## src/rtl/struct_seq_gen_pkg.sv

```systemverilog
// Shared types for the structured sequence generator.
// pkg1 and pkg2 deliberately both export a type called struct1, so every
// user refers to them with the package prefix and never imports them wholesale.

package pkg1;
    localparam int W1 = 8;

    typedef struct packed {
        logic [W1-1:0] first;
    } struct1;
endpackage

package pkg2;
    localparam int W2 = 7;

    typedef struct packed {
        logic [W2-1:0] second;
    } struct1;
endpackage

package struct_seq_gen_pkg;
    // Burst controller states
    typedef enum logic [1:0] {
        ST_IDLE = 2'd0,
        ST_RUN  = 2'd1,
        ST_DONE = 2'd2
    } state_e;

    // Sequence modes; code 3 is a second spelling of "hold constant"
    typedef enum logic [1:0] {
        MODE_CONST     = 2'd0,
        MODE_INCR      = 2'd1,
        MODE_DECR      = 2'd2,
        MODE_ALT_CONST = 2'd3
    } mode_e;
endpackage

```

## src/rtl/seq_field_step.sv

```systemverilog
// One field of the record: computes either the burst start value or the
// value that follows the current one, for any field width.

module seq_field_step #(
    parameter int W = 8
) (
    input  logic [W-1:0]               value_i,
    input  struct_seq_gen_pkg::mode_e  mode_i,
    input  logic                       load_i,
    output logic [W-1:0]               next_o
);

    // Start value on load (zero when counting up, all-ones otherwise), else one step with natural wrap at W bits
    always_comb begin
        next_o = value_i;
        if (load_i) begin
            if (mode_i == struct_seq_gen_pkg::MODE_INCR) begin
                next_o = '0;
            end else begin
                next_o = '1;
            end
        end else begin
            case (mode_i)
                struct_seq_gen_pkg::MODE_INCR: next_o = value_i + W'(1);
                struct_seq_gen_pkg::MODE_DECR: next_o = value_i - W'(1);
                default:                       next_o = value_i;
            endcase
        end
    end

endmodule

```

## src/rtl/struct_seq_gen.sv

```systemverilog
// Burst generator emitting LEN records of three independently-wrapping fields
// over a valid/ready handshake, followed by a one-cycle done pulse.

module struct_seq_gen #(
    parameter int LEN = 16,
    parameter int W3  = 6
) (
    clk,
    rst_n,
    start,
    mode,
    out_valid,
    out_ready,
    var1,
    var2,
    var3,
    done
);

    // The third field's width is a module parameter, so its record type lives here
    typedef struct packed {
        logic [W3-1:0] third;
    } struct2;

    localparam int             CW        = $clog2(LEN + 1);
    localparam logic [CW-1:0]  LAST_BEAT = CW'(LEN - 1);

    input  logic         clk;
    input  logic         rst_n;
    input  logic         start;
    input  logic [1:0]   mode;
    output logic         out_valid;
    input  logic         out_ready;
    output pkg1::struct1 var1;
    output pkg2::struct1 var2;
    output struct2       var3;
    output logic         done;

    struct_seq_gen_pkg::state_e state_q, state_d;
    struct_seq_gen_pkg::mode_e  mode_q, mode_d;
    logic [CW-1:0]              beat_q, beat_d;
    logic                       valid_q, valid_d;
    logic                       done_q, done_d;
    pkg1::struct1               var1_q, var1_d;
    pkg2::struct1               var2_q, var2_d;
    struct2                     var3_q, var3_d;

    struct_seq_gen_pkg::mode_e  stepMode;
    logic                       loadField;
    logic                       handshake;
    logic [pkg1::W1-1:0]        nextFirst;
    logic [pkg2::W2-1:0]        nextSecond;
    logic [W3-1:0]              nextThird;

    // In IDLE the steppers produce start values for the incoming mode; in RUN they step with the latched mode
    always_comb begin
        loadField = (state_q == struct_seq_gen_pkg::ST_IDLE);
        stepMode  = loadField ? struct_seq_gen_pkg::mode_e'(mode) : mode_q;
        handshake = valid_q & out_ready;
    end

    seq_field_step #(.W(pkg1::W1)) u_step_first (
        .value_i (var1_q.first),
        .mode_i  (stepMode),
        .load_i  (loadField),
        .next_o  (nextFirst)
    );

    seq_field_step #(.W(pkg2::W2)) u_step_second (
        .value_i (var2_q.second),
        .mode_i  (stepMode),
        .load_i  (loadField),
        .next_o  (nextSecond)
    );

    seq_field_step #(.W(W3)) u_step_third (
        .value_i (var3_q.third),
        .mode_i  (stepMode),
        .load_i  (loadField),
        .next_o  (nextThird)
    );

    // Next-state logic: start a burst, advance fields on each accepted beat, and pulse done after the last one
    always_comb begin
        state_d = state_q;
        mode_d  = mode_q;
        beat_d  = beat_q;
        valid_d = valid_q;
        done_d  = 1'b0;
        var1_d  = var1_q;
        var2_d  = var2_q;
        var3_d  = var3_q;

        case (state_q)
            struct_seq_gen_pkg::ST_IDLE: begin
                valid_d = 1'b0;
                if (start) begin
                    mode_d        = struct_seq_gen_pkg::mode_e'(mode);
                    var1_d.first  = nextFirst;
                    var2_d.second = nextSecond;
                    var3_d.third  = nextThird;
                    beat_d        = '0;
                    valid_d       = 1'b1;
                    state_d       = struct_seq_gen_pkg::ST_RUN;
                end
            end

            struct_seq_gen_pkg::ST_RUN: begin
                if (handshake) begin
                    var1_d.first  = nextFirst;
                    var2_d.second = nextSecond;
                    var3_d.third  = nextThird;
                    if (beat_q == LAST_BEAT) begin
                        beat_d  = '0;
                        valid_d = 1'b0;
                        done_d  = 1'b1;
                        state_d = struct_seq_gen_pkg::ST_DONE;
                    end else begin
                        beat_d = beat_q + CW'(1);
                    end
                end
            end

            struct_seq_gen_pkg::ST_DONE: begin
                valid_d = 1'b0;
                state_d = struct_seq_gen_pkg::ST_IDLE;
            end

            default: begin
                valid_d = 1'b0;
                state_d = struct_seq_gen_pkg::ST_IDLE;
            end
        endcase
    end

    // State and output registers; reset aborts any burst in progress and clears every output
    always_ff @(posedge clk or negedge rst_n) begin
        if (!rst_n) begin
            state_q <= struct_seq_gen_pkg::ST_IDLE;
            mode_q  <= struct_seq_gen_pkg::MODE_CONST;
            beat_q  <= '0;
            valid_q <= 1'b0;
            done_q  <= 1'b0;
            var1_q  <= '0;
            var2_q  <= '0;
            var3_q  <= '0;
        end else begin
            state_q <= state_d;
            mode_q  <= mode_d;
            beat_q  <= beat_d;
            valid_q <= valid_d;
            done_q  <= done_d;
            var1_q  <= var1_d;
            var2_q  <= var2_d;
            var3_q  <= var3_d;
        end
    end

    assign out_valid = valid_q;
    assign done      = done_q;
    assign var1      = var1_q;
    assign var2      = var2_q;
    assign var3      = var3_q;

endmodule

```

## config.mk

```make
export PLATFORM = sky130hd
export DESIGN_NAME = struct_seq_gen
export DESIGN_NICKNAME = d
export VERILOG_FILES = /design/src/rtl/struct_seq_gen_pkg.sv /design/src/rtl/seq_field_step.sv /design/src/rtl/struct_seq_gen.sv
export SDC_FILE = /design/constraint.sdc
export NUM_CORES = 1
export LEC_CHECK = 0
export BUFFER_PORTS_ARGS = -buffer_cell sky130_fd_sc_hd__buf_2
export CAP_MARGIN = 40
export CORE_MARGIN = 3
export CORE_UTILIZATION = 57
export DETAILED_ROUTE_END_ITERATION = 6
export GPL_ROUTABILITY_DRIVEN = 0
export GPL_TIMING_DRIVEN = 0
export PLACE_DENSITY = 0.79
export RECOVER_POWER = 25
export SYNTH_ARGS = -nofsm -noshare
export SYNTH_HDL_FRONTEND = slang
export SYNTH_SLANG_ARGS = --single-unit
```

## constraint.sdc

```tcl
create_clock -name clk -period 3.5 [get_ports clk]
set_clock_uncertainty 0.15 [all_clocks]
set_input_delay 0.175 -clock clk [delete_from_list [all_inputs] [get_ports clk]]
set_output_delay 0.175 -clock clk [all_outputs]
set_load 0.1 [all_outputs]
```

* Word level (Yosys, flattened, before mapping)
Cells that the tools add are included.
** Cells by class
- $add $sub $neg :: 7
- Equal/unequal tests :: 7
- Muxes and demuxes :: 34
- Bitwise operators :: 1
- Reduce and logical (&&, ||, !) cells :: 6
** Operators by type and width (count)
- $mux W8 :: 4
- $pmux W8 S2 :: 2
- $mux W7 :: 4
- $pmux W7 S2 :: 2
- $mux W6 :: 4
- $pmux W6 S2 :: 2
- $mux W5 :: 3
- $pmux W5 S2 :: 1
- $add A8 B1 Y8 const B :: 1
- $mux W2 :: 4
- $sub A8 B1 Y8 const B :: 1
- $add A7 B1 Y7 const B :: 1
- $sub A7 B1 Y7 const B :: 1
- $add A6 B1 Y6 const B :: 1
- $mux W1 :: 6
- $ne A2 B2 Y1 const B :: 3
- $reduce_and A3 Y1 :: 2
- $sub A6 B1 Y6 const B :: 1
- $add A5 B1 Y5 const B :: 1
- $eq A5 B4 Y1 const B :: 1
- $eq A2 B1 Y1 const B :: 2
- $pmux W2 S2 :: 1
- $reduce_and A2 Y1 :: 2
- $eq A2 B2 Y1 const B :: 1
- other kinds (4) :: 4
** Storage, ports and cells
- Bits in registers :: 32
- Bits of input ports :: 6
- Output and inout port bits :: 23
- Word-level logic and storage cells :: 63

* Longest topological paths before layout
Gate-level depths: netlist of run 1.
- Depth after elaboration :: 7
- Mapped depth :: 11
- Depth with buffers taken out :: 9

* By module
From an unflattened synthesis of run 1, not the netlist that was laid out.
** Unflattened totals
- Cell total of the unflattened synthesis :: 320
- Area, all modules :: 2960.3 um2
** Modules (own cells, without submodules)
- struct_seq_gen :: times used 1, cells each 94, area each 1426.4 um2, sequential area each 800.8 um2
- seq_field_step (u_step_first) :: times used 1, cells each 96, area each 619.3 um2, sequential area each 0.0 um2
- seq_field_step (u_step_second) :: times used 1, cells each 75, area each 518.0 um2, sequential area each 0.0 um2
- seq_field_step (u_step_third) :: times used 1, cells each 55, area each 396.6 um2, sequential area each 0.0 um2

* Least setup slack after synthesis of run 1
Ideal clock, no wire load.
- Path type :: flip-flop to flip-flop
- Start :: register state_q[0]
- End :: register var2_q (netlist bit var2[6])
- Library setup time :: 122 ps
- Arrival time :: 2688 ps
- Data required time :: 3228 ps
- Setup slack :: 540 ps
- Stages on the path, launching flop included :: 11
- Buffers on the path :: 1
- Clock period less this slack :: 2960 ps
- Cells stage by stage :: dfrtp_1 > or4b_4 > o21a_1 > buf_6 > xnor2_1 > ha_1 > or4_1 > or3_1 > mux2i_1 > mux2i_1 > nor2_1
** On the way
- Word-level cells in the longest chain between the ends :: 7
- Elaborated cells on any way between the ends :: 15
- Classes of those cells :: eq/ne: 5; mux: 7; reduce/logical: 3
** Ends and longest elaborated chain
- from (decl) :: RTL line struct_seq_gen.sv:39 : struct_seq_gen_pkg::state_e state_q, state_d;
- from (signal assigned) :: RTL line struct_seq_gen.sv:139 : state_q <= struct_seq_gen_pkg::ST_IDLE;
- from (signal assigned) :: RTL line struct_seq_gen.sv:148 : state_q <= state_d;
- $logic_not A2 Y1 :: RTL line struct_seq_gen.sv:57, struct_seq_gen.sv:94
- $mux W2 :: RTL line struct_seq_gen.sv:58 : stepMode = loadField ? struct_seq_gen_pkg::mode_e'(mode) : mode_q;
- $eq A2 B2 Y1 / $eq A2 B1 Y1 (equally long branches) :: RTL line seq_field_step.sv:23, seq_field_step.sv:17
- $pmux W7 S2 / $mux W7 (equally long branches) :: RTL line seq_field_step.sv:23, seq_field_step.sv:17
- $mux W7 :: RTL line seq_field_step.sv:16 : if (load_i) begin
- $mux W7, on equally long branches :: RTL line struct_seq_gen.sv:109, struct_seq_gen.sv:97
- $pmux W7 S2 :: RTL line struct_seq_gen.sv:94 : case (state_q)
- to (signal assigned) :: RTL line struct_seq_gen.sv:154 : var2_q <= var2_d;
- to (decl) :: RTL line struct_seq_gen.sv:45 : pkg2::struct1 var2_q, var2_d;
Several ways; a longest one is shown, not always the timed one. The select of a mux whose other input is x is not followed.
A chain may end at the register's enable or synchronous reset.

* Worst setup path after layout of run 1
- Start :: register state_q[1]
- End :: register var2_q (netlist bit var2[6])
The elaborated chain is that of the path after synthesis.

==> reports/qor.yml, run 1 <==
run_status:
  status: "complete, but fails checks"
  violations: "capacitance limit, slew limit"
cells_and_area:
  utilization_pct: 71.0
  drive_above_1_share_pct: 19.7
  nNetsFinal: 278
  fillers: 277
  diodes: 0
  syn2layout_area_growth_pct: 15.8
  most-common-layout-cells: "dfrtp_1 (32), buf_2 (29), nand2_1 (29)"
  layout_commonest_cell: "dfrtp_1"
route:
  viasPerCell: 5.81
  drc: 0
  drt_iter0_markers: 156
  ant_nets: 0
  totalWireLength_um: 4690
  vias: 1831
  dr.pass1.iters: 4
  post_drt_wl_per_cell_um: 14.9
critical_path:
  critPathCaptureType: "flop"
  r2r-end: "var2[6]"
  crit_family: "simple AND/OR/NAND/NOR gates"
  worstPathRequired_ns: 3.53
  max_stage_delay_ns: 0.44
  ff2ff_path_depth: 11
  slowest_stage: "or4_1"
  crit_fanout: 10
  arrival_ns: 3.14
  cp_cell_sequence: "clkbuf_1 -> nor2_1 -> o21a_1 -> buf_6 -> xnor2_1 -> ha_1 -> or4_1 -> or3_1 -> mux2i_1 -> mux2i_1 -> nor2_1"
  reg2reg_from: "state_q[1]"
  worst-path-buf-inv: 2
  timing_worst_setup_path_type: "flop to flop"
  r2r_slack_ns: 0.38
  critPathLaunchType: "flop"
synthesis:
  synthFlopType: "dfrtp_1"
  syn-num-nets: 242
  yosysWarnings: 0
  ys_async_sr_fraction_pct: 100
  synth_area_per_cell_sq_um: 9.10
  synth_edf_count: 0
  seq_area_frac_synth_pct: 37.9
  ys_ff_latch: 32
  ys_types: 44
  syn_area_sq_um: 2110
  syn_inst: 232
sta:
  grt_setup_unrepaired: "no"
  tightest_slew_ns: 1.77
  hold_viol: 0
  fmax_mhz: 321
  layout_setup_ws_ns: 0.385
  slew_headroom_pct: -18.1
  fin_tns_setup_ns: 0
  post-route-period-util_pct: 89.0
  slew_violations: 33
  min_period_ns: 3.12
  finalSetupViolations: 0
global_route:
  grt_first_pass_wirelength_um: 8070
  gr-max-usage-layer: "met2"
  gr-total-overflow: 0
  grt_max_degree: 33
  met3_usage_pct: 4.38
  grt.total_usage_pct: 23.8
  antenna_found_initial: 0
  met1_usage_pct: 32.2
  met2_usage_pct: 38.1
  grt_pass1_vias: 1737
clock_tree:
  cts_inserted_buffers: 5
  root_buffer: "clkbuf_8"
  cts.clk_slew.worst_paths_ns: 0.07
  htreeDepth: 2
  cts_tree: "built"
  clk_path_buf_depth: 2
  clk_latency_ns: 0.28
  clock_sinks: 32
floorplanning:
  die-area_sq_um: 4470
  pin_count: 29
  die-width_um: 66.9
  start_util_pct: 61.4
  core_area_sq_um: 3440
  num_rows: 21
  fp.dieH_um: 66.9
placed_design:
  port_buffers: 28
  dp_slack_ns: 0.431
  hpwl_um: 3220
hold_path:
  hold_depth: 2
  hp-class: "input port to flop"
  worstHoldStart: "mode[1]"
  hold_path_end: "mode_q[1]"
flow_run:
  maxCapViolCount: 1
-- cells by family after synthesis --
family / Yosys count / share of synthesized area [%]
xor gates and xnor gates: 4 / 1.66
and+or+nand+nor: 101 / 24.8
buffers and inverters: 13 / 3.49
AOI/OAI and AO/OA: 56 / 19.3
muxes: 22 / 10.5
DFF: 32 / 37.9
adders and majority gates: 4 / 2.37
-- registers in the layout (all words and copies together) (netlist names) --
signal / count
var1: 8
var2: 7
var3: 6
beat_q: 5
mode_q: 2
state_q: 2
done: 1
out_valid: 1
-- per-layer routing --
layer / share of wire, % / up-vias
li1: - / 899
met4: 1.3 / 0
met3: 5.1 / 5
met5: 0 / -
met2: 47 / 49
met1: 47 / 878
-- cells in the mapped netlist, types with 4 or more instances --
master | number | area [sq um]
nand2_1 | 29 | 109
xnor2_1 | 4 | 35.0
o21ai_0 | 24 | 120
nor2_1 | 23 | 86.3
a21oi_1 | 5 | 25.0
mux2i_1 | 21 | 210
nor3_1 | 5 | 25.0
nand3_1 | 8 | 40.0
and3_1 | 4 | 25.0
o21ba_2 | 5 | 50.1
dfrtp_1 | 32 | 801
ha_1 | 4 | 50.1
nand2b_1 | 8 | 50.1
a21boi_0 | 7 | 52.6
o21a_1 | 5 | 37.5
or2b_1 | 4 | 30.0
clkbuf_1 | 6 | 22.5
-- worst max path at each step --
stage / startpoint / to / slack (ns) / depth (start not counted)
after floorplan: state_q[0] / var2[6] / 0.54 / 10
after CTS: state_q[0] / var2[6] / 0.41 / 10
after global routing: state_q[1] / var2[6] / 0.22 / 11
final: state_q[1] / var2[6] / 0.38 / 11
after global placement: state_q[1] / var2[6] / 0.45 / 11
after detailed placement: state_q[1] / var2[6] / 0.43 / 11
-- per-stage QoR --
stage / hold WS (ns) / std cells / area (sq um)
after global routing: 0.0492 / 315 / 2440
after CTS: 0.0406 / 315 / 2450
after global placement: 0.124 / 306 / 2310
after detailed placement: 0.129 / 306 / 2310
after floorplan: -0.271 / 232 / 2110
final: 0.0431 / 315 / 2440
-- final cells by class --
cell class | count | area [sq um] | share of cell area, %
well taps | 46 | 57.6 | 2.35
clock buffers | 7 | 96.3 | 3.94
inverters | 1 | 3.75 | 0.154
flip-flops and latches | 32 | 801 | 32.8
multi-input cells | 187 | 1240 | 50.6
repair buffers | 29 | 149 | 6.09
clock inverters | 1 | 30.0 | 1.23
plain buffers | 12 | 70.1 | 2.87
-- timing repair --
item	in CTS	in global routing
setup buffers	0	0
endpoints found under the setup margin	0	0
resized for setup	0	0
hold buffers	1	0
endpoints found under the hold margin	32	0
Power of run 1 is left out: the tool's default activity adds up to more than one toggle a clock period on the data nets, which glitch-free logic cannot reach.
==> inputs of run 2 (changes only) <==
--- a/config.mk
+++ b/config.mk
@@ -7,6 +7,7 @@
 export LEC_CHECK = 0
 export BUFFER_PORTS_ARGS = -buffer_cell sky130_fd_sc_hd__buf_2
 export CAP_MARGIN = 40
+export CORE_ASPECT_RATIO = 1.4
 export CORE_MARGIN = 3
 export CORE_UTILIZATION = 57
 export DETAILED_ROUTE_END_ITERATION = 6
==> reports/qor.yml, run 2 (synthesis gave the netlist of run 1 again) <==
critical_path:
  timing_worst_setup_path_type: "flop to flop"
  crit_family: "simple AND/OR/NAND/NOR gates"
  critPathLaunchType: "flop"
  worst-path-buf-inv: 1
  ff2ff_path_depth: 10
  crit_fanout: 6
  critPathCaptureType: "flop"
  r2r-end: "var2[6]"
  slowest_stage: "or4b_4"
  reg2reg_from: "state_q[0]"
  cp_cell_sequence: "or4b_4 -> o21a_1 -> buf_6 -> xnor2_1 -> ha_1 -> or4_1 -> or3_1 -> mux2i_1 -> mux2i_1 -> nor2_1"
  max_stage_delay_ns: 0.57
  arrival_ns: 3.12
  path_common_cell: "mux2i_1"
  worstPathRequired_ns: 3.52
  r2r_slack_ns: 0.39
route:
  viasPerCell: 5.85
  dr.pass1.iters: 4
  ant_nets: 0
  totalWireLength_um: 4520
  vias: 1802
  drt_iter0_markers: 124
  post_drt_wl_per_cell_um: 14.7
  drc: 0
sta:
  post-route-period-util_pct: 88.8
  fin_tns_setup_ns: 0
  hold_viol: 0
  min_period_ns: 3.11
  finalSetupViolations: 0
  slew_headroom_pct: -14.8
  slew_violations: 33
  grt_setup_unrepaired: "no"
  fmax_mhz: 322
  tightest_slew_ns: 1.72
floorplanning:
  core_area_sq_um: 3470
  die-area_sq_um: 4480
  pin_count: 29
  fp.dieH_um: 78.0
  die-width_um: 57.4
  num_rows: 25
  start_util_pct: 60.8
clock_tree:
  clk_path_buf_depth: 2
  clk_latency_ns: 0.28
  htreeDepth: 2
  root_buffer: "clkbuf_8"
  cts.clk_slew.worst_paths_ns: 0.06
  cts_tree: "built"
  clock_sinks: 32
  cts_inserted_buffers: 5
hold_path:
  hp-class: "input port to flop"
  worstHoldStart: "start"
  hold_path_end: "state_q[0]"
  hold_depth: 3
global_route:
  gr-total-overflow: 0
  grt_max_degree: 33
  grt.total_usage_pct: 22.4
  antenna_found_initial: 0
  grt_pass1_vias: 1713
  grt_first_pass_wirelength_um: 7960
cells_and_area:
  largest_reg_flops: 8
  most-common-layout-cells: "dfrtp_1 (32), buf_2 (29), nand2_1 (29)"
  nNetsFinal: 278
  multi_input_area_sq_um: 1240
  diodes: 0
  drive_above_1_share_pct: 19.0
  syn2layout_area_growth_pct: 13.1
  layout_commonest_cell: "dfrtp_1"
  fillers: 298
  regArea_sq_um: 801
  fin_cells: 308
run_status:
  status: "complete, but fails checks"
  violations: "capacitance limit, slew limit"
flow_run:
  maxCapViolCount: 1
placed_design:
  dpl.cell_count: 300
  hpwl_um: 3310
  port_buffers: 28
-- run 2: cell types whose count changed in the layout (fill, tap and decap cells not counted), sizes merged --
| cell | delta |
|---|---|
| bufinv | -1 |
| clkinv | +1 |
| clkbuf | -1 |
-- run 2: stage by stage --
| step | cell area, sq um | setup WS, ns | util, % | hold WS [ns] |
|---|---|---|---|---|
| 6_report | 2390 | 0.392 | 68.8 | 0.0469 |
| 5_1_grt | 2390 | 0.188 | 68.8 | 0.0643 |
| 4_1_cts | 2390 | 0.392 | 68.8 | 0.0414 |
| 3_5_place_dp | 2300 | 0.411 | 66.3 | 0.127 |
| 3_3_place_gp | 2300 | 0.486 | 66.3 | 0.126 |
| 2_1_floorplan | 2110 | 0.540 | - | -0.271 |
-- run 2: area by class of cell --
type | count | area share (%)
tap | 40 | 2.10
clock buffer | 6 | 3.04
buffer | 12 | 2.93
sequential | 32 | 33.5
clock inverter | 1 | 0.210
multi-input combinational | 187 | 51.8
inverter | 1 | 0.157
timing repair buffer | 29 | 6.23
-- run 2: worst max path at each step --
| stage | cells past startpoint | endpoint | startpoint | slack [ns] |
|---|---|---|---|---|
| final | 10 | var2[6] | state_q[0] | 0.39 |
| after CTS | 10 | var2[6] | state_q[0] | 0.39 |
| after detailed placement | 10 | var2[6] | state_q[0] | 0.41 |
| after floorplan | 10 | var2[6] | state_q[0] | 0.54 |
| after global routing | 11 | var2[6] | state_q[1] | 0.19 |
| after global placement | 10 | var2[6] | state_q[0] | 0.49 |
-- run 2: worst register-to-register path, delay by kind of cell (launching register included) --
family / cells / cell delay (ns)
AO/OA/AOI/OAI: 1 / 0.13
XOR/XNOR: 1 / 0.12
adder cells (fa/ha/maj): 1 / 0.24
buffers and inverters: 1 / 0.14
flip-flops: 1 / 0.41
multiplexers: 2 / 0.42
AND/OR/NAND/NOR: 4 / 1.37
-- run 2: metal layers --
layer  routed length, um  track usage [%]
met4                  53             8.35
met2                2380             39.1
met3                 180             4.77
met5                   0                0
met1                1910             26.3
-- run 2: timing repair --
item	4_1_cts	5_1_grt
setup buffers	0	0
hold buffers	1	0
endpoints found under the hold margin	32	0
gates resized for setup	0	0
Power of run 2 is left out for the same reason.
==> inputs of run 3 (changes only) <==
--- a/config.mk
+++ b/config.mk
@@ -13,7 +13,7 @@
 export DETAILED_ROUTE_END_ITERATION = 6
 export GPL_ROUTABILITY_DRIVEN = 0
 export GPL_TIMING_DRIVEN = 0
-export PLACE_DENSITY = 0.79
+export PLACE_DENSITY = 0.77
 export RECOVER_POWER = 25
 export SYNTH_ARGS = -nofsm -noshare
 export SYNTH_HDL_FRONTEND = slang
==> constraint.sdc (replaced) <==
create_clock -name clk -period 3.18 [get_ports clk]
set_clock_uncertainty 0.15 [all_clocks]
set_input_delay 0.159 -clock clk [delete_from_list [all_inputs] [get_ports clk]]
set_output_delay 0.159 -clock clk [all_outputs]
set_load 0.1 [all_outputs]
==> reports/qor.yml, run 3 (synthesis gave the netlist of run 1 again) <==
sta:
  min_period_ns: 3.02
  fmax_mhz: 331
  slew_violations: 33
  finalSetupViolations: 0
  post-route-period-util_pct: 95.0
  hold_viol: 0
  tightest_slew_ns: 1.74
  grt_setup_unrepaired: "no"
  fin_tns_setup_ns: 0
  slew_headroom_pct: -16.2
critical_path:
  arrival_ns: 3.04
  reg2reg_from: "state_q[1]"
  crit_family: "simple AND/OR/NAND/NOR gates"
  cp-startpoint: "state_q[1]"
  max_stage_delay_ns: 0.55
  worst-path-buf-inv: 1
  timing_worst_setup_path_type: "flop to flop"
  critPathLaunchType: "flop"
  critPathCaptureType: "flop"
  cp_cell_sequence: "or4b_4 -> o21a_1 -> buf_6 -> xnor2_1 -> ha_1 -> or4_1 -> or3_1 -> mux2i_1 -> mux2i_1 -> nor2_1"
  path_common_cell: "mux2i_1"
  crit_fanout: 6
  slowest_stage: "or4b_4"
  worstPathRequired_ns: 3.20
clock_tree:
  htreeDepth: 2
  cts_inserted_buffers: 5
  cts.clk_slew.worst_paths_ns: 0.07
  clk_path_buf_depth: 2
  clock_sinks: 32
  clk_latency_ns: 0.28
  root_buffer: "clkbuf_8"
  cts_tree: "built"
floorplanning:
  start_util_pct: 60.8
  num_rows: 25
  die-width_um: 57.4
  die-area_sq_um: 4480
  core_area_sq_um: 3470
  fp.dieH_um: 78.0
  pin_count: 29
route:
  vias: 1854
  dr.pass1.iters: 4
  ant_nets: 0
  viasPerCell: 5.98
  drc: 0
  post_drt_wl_per_cell_um: 15.4
  totalWireLength_um: 4770
  drt_iter0_markers: 113
flow_run:
  maxCapViolCount: 1
placed_design:
  port_buffers: 28
  hpwl_um: 3350
cells_and_area:
  nNetsFinal: 279
  drive_above_1_share_pct: 20.0
  layout_commonest_cell: "dfrtp_1"
  syn2layout_area_growth_pct: 14.2
  largest_reg_flops: 8
  most-common-layout-cells: "dfrtp_1 (32), buf_2 (29), nand2_1 (29)"
  diodes: 0
hold_path:
  worstHoldStart: "start"
  hp-class: "input port to flop"
global_route:
  grt_max_degree: 33
  grt_first_pass_wirelength_um: 8300
  antenna_found_initial: 0
  grt.total_usage_pct: 23.6
  gr-total-overflow: 0
  grt_pass1_vias: 1756
run_status:
  status: "complete, but fails checks"
  violations: "capacitance limit, slew limit"
## run 3: worst reg2reg max path: cells and delay by family, from the launching register on
family | cells | cell delay, ns
buffers and inverters | 1 | 0.14
muxes | 2 | 0.39
AOI/OAI and AO/OA | 1 | 0.13
xor gates and xnor gates | 1 | 0.13
adders and majority gates | 1 | 0.24
and+or+nand+nor | 4 | 1.34
DFF | 1 | 0.40
## run 3: path summary, 6_finish.rpt
| path | slack (ns) | depth (start not counted) | to |
|---|---|---|---|
| min in group asynchronous | 0.72 | 2 | var2[5] |
| max in group asynchronous | 1.15 | 2 | beat_q[0] |
| max | 0.16 | 10 | var2[6] |
| max reg2reg | 0.16 | 10 | var2[6] |
| min | 0.04 | 3 | state_q[0] |
| min reg2reg | 0.35 | 1 | beat_q[3] |
## run 3: metrics by stage
step                      area, sq um  std cells  util, %  hold WS (ns)  setup WS [ns]
after global routing             2410        310     69.5        0.0623         0.0119
after global placement           2300        300     66.3         0.112          0.144
after detailed placement         2300        300     66.3         0.111          0.126
after CTS                        2400        309     69.2        0.0257          0.117
after floorplan                  2110        232        -        -0.287          0.220
final                            2410        310     69.5        0.0369          0.158
## run 3: layer usage
metal / GRT usage (%) / part of all wire [%] / wire (um) / up-vias
li1: - / - / - / 896
met1: 28.4 / 42 / 2010 / 905
met2: 39.6 / 51 / 2450 / 41
met3: 4.77 / 3.8 / 181 / 12
met4: 10.9 / 2.7 / 128 / 0
met5: 0 / 0 / 0 / -
## run 3: cell type report
class                   instances  area, sq um
plain buffers                  12         71.3
clock buffers                   8         90.1
fillers                       311         1060
inverters                       1         3.75
multi-input cells             187         1240
flip-flops and latches         32          801
well taps                      40         50.0
repair buffers                 30          156
## run 3: repair_timing
item	in CTS	in global routing
gates resized for setup	0	3
buffers inserted	0	1
hold buffers	1	0
setup endpoints to repair	0	1
endpoints found under the hold margin	32	0
Power of run 3 is left out for the same reason.
